`src/rtl/dff_pipe.sv`:
```
// rtl/dff_pipe.sv - elastic valid/ready register pipeline with bubble collapse and flush
//
// Moves WIDTH-bit beats through DEPTH register stages. A stage loads from its
// predecessor whenever it is empty or the stage ahead of it is also moving.
// Therefore a stalled output lets the pipeline fill completely before in_ready drops.
//
// Parameters:
//   WIDTH    data width in bits (>= 1)
//   DEPTH    number of register stages (>= 1)
//   RST_VAL  value loaded into every stage data register on reset
//
// Ports:
//   clk        clock, all state updates on the rising edge
//   rst        synchronous active-high reset, overrides flush and handshakes
//   flush      synchronous clear of every stage valid, no transfers that cycle
//   din        input beat data
//   in_valid   producer presents din
//   in_ready   pipeline accepts din this cycle (combinational from out_ready, flush)
//   dout       data of the last stage
//   out_valid  last stage holds a valid beat (gated by flush)
//   out_ready  consumer accepts dout this cycle
//   count      occupancy, present only when DFF_PIPE_CNT_EN is defined
//
// Optional feature macro: DFF_PIPE_CNT_EN

module dff_pipe #(
    parameter int               WIDTH   = 8,
    parameter int               DEPTH   = 4,
    parameter logic [WIDTH-1:0] RST_VAL = '0
) (
    input  logic                         clk,
    input  logic                         rst,
    input  logic                         flush,
    input  logic [WIDTH-1:0]             din,
    input  logic                         in_valid,
    output logic                         in_ready,
    output logic [WIDTH-1:0]             dout,
    output logic                         out_valid,
    input  logic                         out_ready
`ifdef DFF_PIPE_CNT_EN
    ,
    output logic [$clog2(DEPTH+1)-1:0]   count
`endif
);

    logic [DEPTH-1:0] v_q;
    logic [DEPTH-1:0] v_d;
    logic [DEPTH-1:0] adv;
    logic [DEPTH-1:0] stg_v;
    logic [WIDTH-1:0] data_q [DEPTH];
    logic [WIDTH-1:0] data_d [DEPTH];
    logic [WIDTH-1:0] stg_d  [DEPTH];

    // A stage can advance when out_ready is high or any stage from it to the
    // output is empty. This form is the unrolled version of
    // adv[i] = !v[i] || adv[i+1], and it avoids a self-referencing vector.
    always_comb begin : adv_chain
        logic all_full;
        all_full = 1'b1;
        adv      = '0;
        for (int i = DEPTH - 1; i >= 0; i--) begin
            all_full = all_full & v_q[i];
            adv[i]   = out_ready | ~all_full;
        end
    end

    // Incoming beat for each stage: din for stage 0, the predecessor otherwise.
    always_comb begin
        stg_v[0] = in_valid;
        stg_d[0] = din;
        for (int i = 1; i < DEPTH; i++) begin
            stg_v[i] = v_q[i-1];
            stg_d[i] = data_q[i-1];
        end
    end

    // Data only loads with a valid incoming beat. A stalled last stage
    // therefore never has its dout disturbed, and flush leaves the data untouched.
    always_comb begin
        v_d = v_q;
        for (int i = 0; i < DEPTH; i++) begin
            data_d[i] = data_q[i];
        end
        if (flush) begin
            v_d = '0;
        end else begin
            for (int i = 0; i < DEPTH; i++) begin
                if (adv[i]) begin
                    v_d[i] = stg_v[i];
                    if (stg_v[i]) begin
                        data_d[i] = stg_d[i];
                    end
                end
            end
        end
    end

    always_ff @(posedge clk) begin
        if (rst) begin
            v_q <= '0;
            for (int i = 0; i < DEPTH; i++) begin
                data_q[i] <= RST_VAL;
            end
        end else begin
            v_q <= v_d;
            for (int i = 0; i < DEPTH; i++) begin
                data_q[i] <= data_d[i];
            end
        end
    end

    assign in_ready  = adv[0] & ~flush;
    assign out_valid = v_q[DEPTH-1] & ~flush;
    assign dout      = data_q[DEPTH-1];

`ifdef DFF_PIPE_CNT_EN
    localparam int CW = $clog2(DEPTH + 1);

    logic [CW-1:0] cnt_q;
    logic [CW-1:0] cnt_d;
    logic          in_xfer;
    logic          out_xfer;

    assign in_xfer  = in_valid & in_ready;
    assign out_xfer = out_valid & out_ready;

    always_comb begin
        cnt_d = cnt_q;
        if (flush) begin
            cnt_d = '0;
        end else if (in_xfer && !out_xfer) begin
            cnt_d = cnt_q + CW'(1);
        end else if (out_xfer && !in_xfer) begin
            cnt_d = cnt_q - CW'(1);
        end
    end

    always_ff @(posedge clk) begin
        if (rst) begin
            cnt_q <= '0;
        end else begin
            cnt_q <= cnt_d;
        end
    end

    assign count = cnt_q;
`endif

endmodule

```
`config.mk`:
```
export PLATFORM = sky130hd
export DESIGN_NAME = dff_pipe
export DESIGN_NICKNAME = d
export VERILOG_FILES = /design/src/rtl/dff_pipe.sv
export SDC_FILE = /design/constraint.sdc
export NUM_CORES = 1
export LEC_CHECK = 0
export ABC_AREA = 1
export BUFFER_PORTS_ARGS = -buffer_cell sky130_fd_sc_hd__buf_2
export CORE_MARGIN = 2
export CORE_UTILIZATION = 51
export DETAILED_ROUTE_END_ITERATION = 8
export PLACE_DENSITY = 0.73
export SETUP_SLACK_MARGIN = 0.02
export SYNTH_ARGS = -nofsm -noshare
export SYNTH_HDL_FRONTEND = slang
export SYNTH_SLANG_ARGS = --single-unit
export TNS_END_PERCENT = 10
```
`constraint.sdc`:
```
create_clock -name clk -period 2.3 [get_ports clk]
set_clock_uncertainty 0.15 [all_clocks]
set_input_delay 0.23 -clock clk [delete_from_list [all_inputs] [get_ports clk]]
set_output_delay 0.23 -clock clk [all_outputs]
set_load 0.01 [all_outputs]
```
==> summary.txt <==
Synth
  – Area leader, netlist: dfxtp_1
  – Post-synth net total: 210
  – Mean Syn Cell Area: 7.60 sq um
  – Post-synthesis register bit count: 36
  – Post-synth top cells: nor2_1, dfxtp_1, inv_1
  – Syn. warnings: 0
  – Synth cell types: 20
  – Post-synth EDFFs: 0
  – Primary FF master, synth: dfxtp_1
  – Netlist Area Pre-Place: 1500 sq um
  – Most common cell in the netlist: nor2_1
  – Mapped Cells: 197
  – Synth top area cells: dfxtp_1, nor2_1, inv_1
  – Sequential fraction of the synthesis area: 0.482
  – Fraction of registers with async set or reset after synthesis: 0
  – Top-area cell type share of the netlist area: 0.482

Clocking
  – Num CTS Buffers: 5
  – Clock sink count: 36
  – Cts hold-fix bufs: 0
  – Later-pin clock latency in the skew report: 0.33 ns
  – Clock slew seen by the registers of the worst setup and hold paths: 0.10 ns
  – Post-CTS setup buffers: 0
  – Post-CTS Resized: 0
  – CTS tree: done
  – H-tree levels: 2
  – Clock buffer depth: 2
  – CTS root buffer: clkbuf_4

Final layout
  – FF+latch area: 721 sq um
  – Antenna cells: 0
  – Share of layout cells above drive strength 1: 0.198
  – Multi-input logic area: 618 sq um
  – Post-route cell area: 1670 sq um
  – Final nets: 234
  – Area growth, synth to finish: 11.9%
  – Fin cells: 253
  – Fillers: 267

Timing
  – Final min period: 1.59 ns
  – Setup TNS: 0 ns
  – RSZ-0062 raised after global routing: false
  – Fin. Hold Viols: 0
  – Worst Tran Pin Value: 0.352 ns
  – Final setup vio count: 0
  – Final hold slack: 0.0125 ns
  – Max-slew violation count: 0
  – Highest Clock Rate: 630 MHz
  – Normalized max-slew margin: 0.765
  – Period utilization: 0.690

Placed design
  – Dpl cell area: 1620 sq um
  – Port buffer count: 22
  – Post-DP HPWL: 1850 um
  – Placed cell count: 245
  – Global placer's final weighted congestion: 0.801

Global route
  – Met1 Usage GRT: 0.215
  – Busiest grt layer: met2
  – Remaining Overflow, GRT: 0
  – Global-route wire length before repair: 4630 um
  – GR Layer Usage met3: 0.0737
  – Met2 usage: 0.297
  – Vias in the first global route: 1102
  – Total global-route track usage: 0.181
  – Initial antenna violation count: 0
  – Largest net degree at the start of global routing: 26

Setup path
  – Worst Path Max Fanout: 4
  – Worst Path Arrival: 1.21 ns
  – Worst setup path class: flip-flop to primary output
  – Setup crit end kind: primary output
  – Worst Path Required: 1.92 ns
  – Worst setup SP type: flip-flop

Job
  – Max-cap violation count: 0

Drt
  – DRT antenna net count: 0
  – WL per Instance: 9.93 um
  – Drt via density: 4.75
  – Drt first pass iters: 4
  – DRC Markers: 0
  – Iteration-0 DRC Markers: 35
  – Vias: 1202
  – WL final: 2510 um

Die
  – I/O pin count: 23
  – Die width: 58.2 um
  – Core area: 2780 sq um
  – Die ar.: 3380 sq um
  – Cell Rows: 19
  – Initial Utilization: 0.538
  – Floorplan die height: 58.2 um

Power
  – Cell Pwr Density: 636 nW/um^2
  – Pwr Total: 1.06 mW
  – Maximum vdd drop: 0.505 mV
  – P_leak: 0.794 nW

Run status
  – Status: complete, no violations

Hold path
  – Hold Path Class: input pin to flip-flop
## cell usage in the layout (no fill, tap or decap), types with 8 or more instances in the layout
master / n
a21oi_1: 9
buf_2: 22
dfxtp_1: 36
inv_1: 29
nand2_1: 25
nand3_1: 8
nand4_1: 8
nor2_1: 44
o21ai_0: 15
## layer usage
layer / vias to the layer above / share of wire
met5: - / 0
met4: 0 / 0.014
met1: 507 / 0.46
met2: 26 / 0.47
li1: 665 / -
met3: 4 / 0.050
## worst max-delay path: stages (launching register included)
cell and delay [ns]:
dfxtp_1 0.37, nand2_2 0.07, nor2_4 0.18, a31oi_1 0.10, buf_2 0.15
## kinds of logic (layout without fill, tap and decap cells)
family,count (synthesis),after routing,share of synthesized area
flops,36,36,0.482
buf+inv,39,64,0.105
compound gates,28,28,0.0995
simple gates,94,94,0.314
## worst paths after layout
kind / startpoint / to / slack [ns] / depth (start not counted)
worst max-delay path: v_q[2] / in_ready / 0.71 / 4
worst min-delay path: rst / data_q[1][0] / 0.01 / 2
worst max register to register: v_q[2] / data_q[3][1] / 0.94 / 5
worst min register to register: data_q[1][6] / data_q[1][6] / 0.31 / 2
## registers in the layout, summed over array words and instances, names as in the netlist
signal  cells
v_q         4
data_q     32
## through the flow
stage	utilization	setup slack, ns
final	0.602	0.713
after global routing	0.602	0.601
after CTS	0.602	0.691
after detailed placement	0.581	0.946
after global placement	0.581	0.976
after floorplan	-	1.09
## cell type report
class | count | share of cell area
Timing Repair Buffer | 22 | 0.0658
Multi-Input combinational cell | 122 | 0.369
Sequential cell | 36 | 0.430
Tap cell | 31 | 0.0232
Clock buffer | 8 | 0.0351
Inverter | 34 | 0.0762
## where the power goes
group / total, mW / internal [mW] / switching, mW
Clock: 0.342 / 0.151 / 0.191
Sequential: 0.646 / 0.637 / 0.00846
Combinational: 0.0762 / 0.0286 / 0.0477
Total: 1.06 / 0.817 / 0.247
No activity file was read; power rests on OpenSTA's default activity.
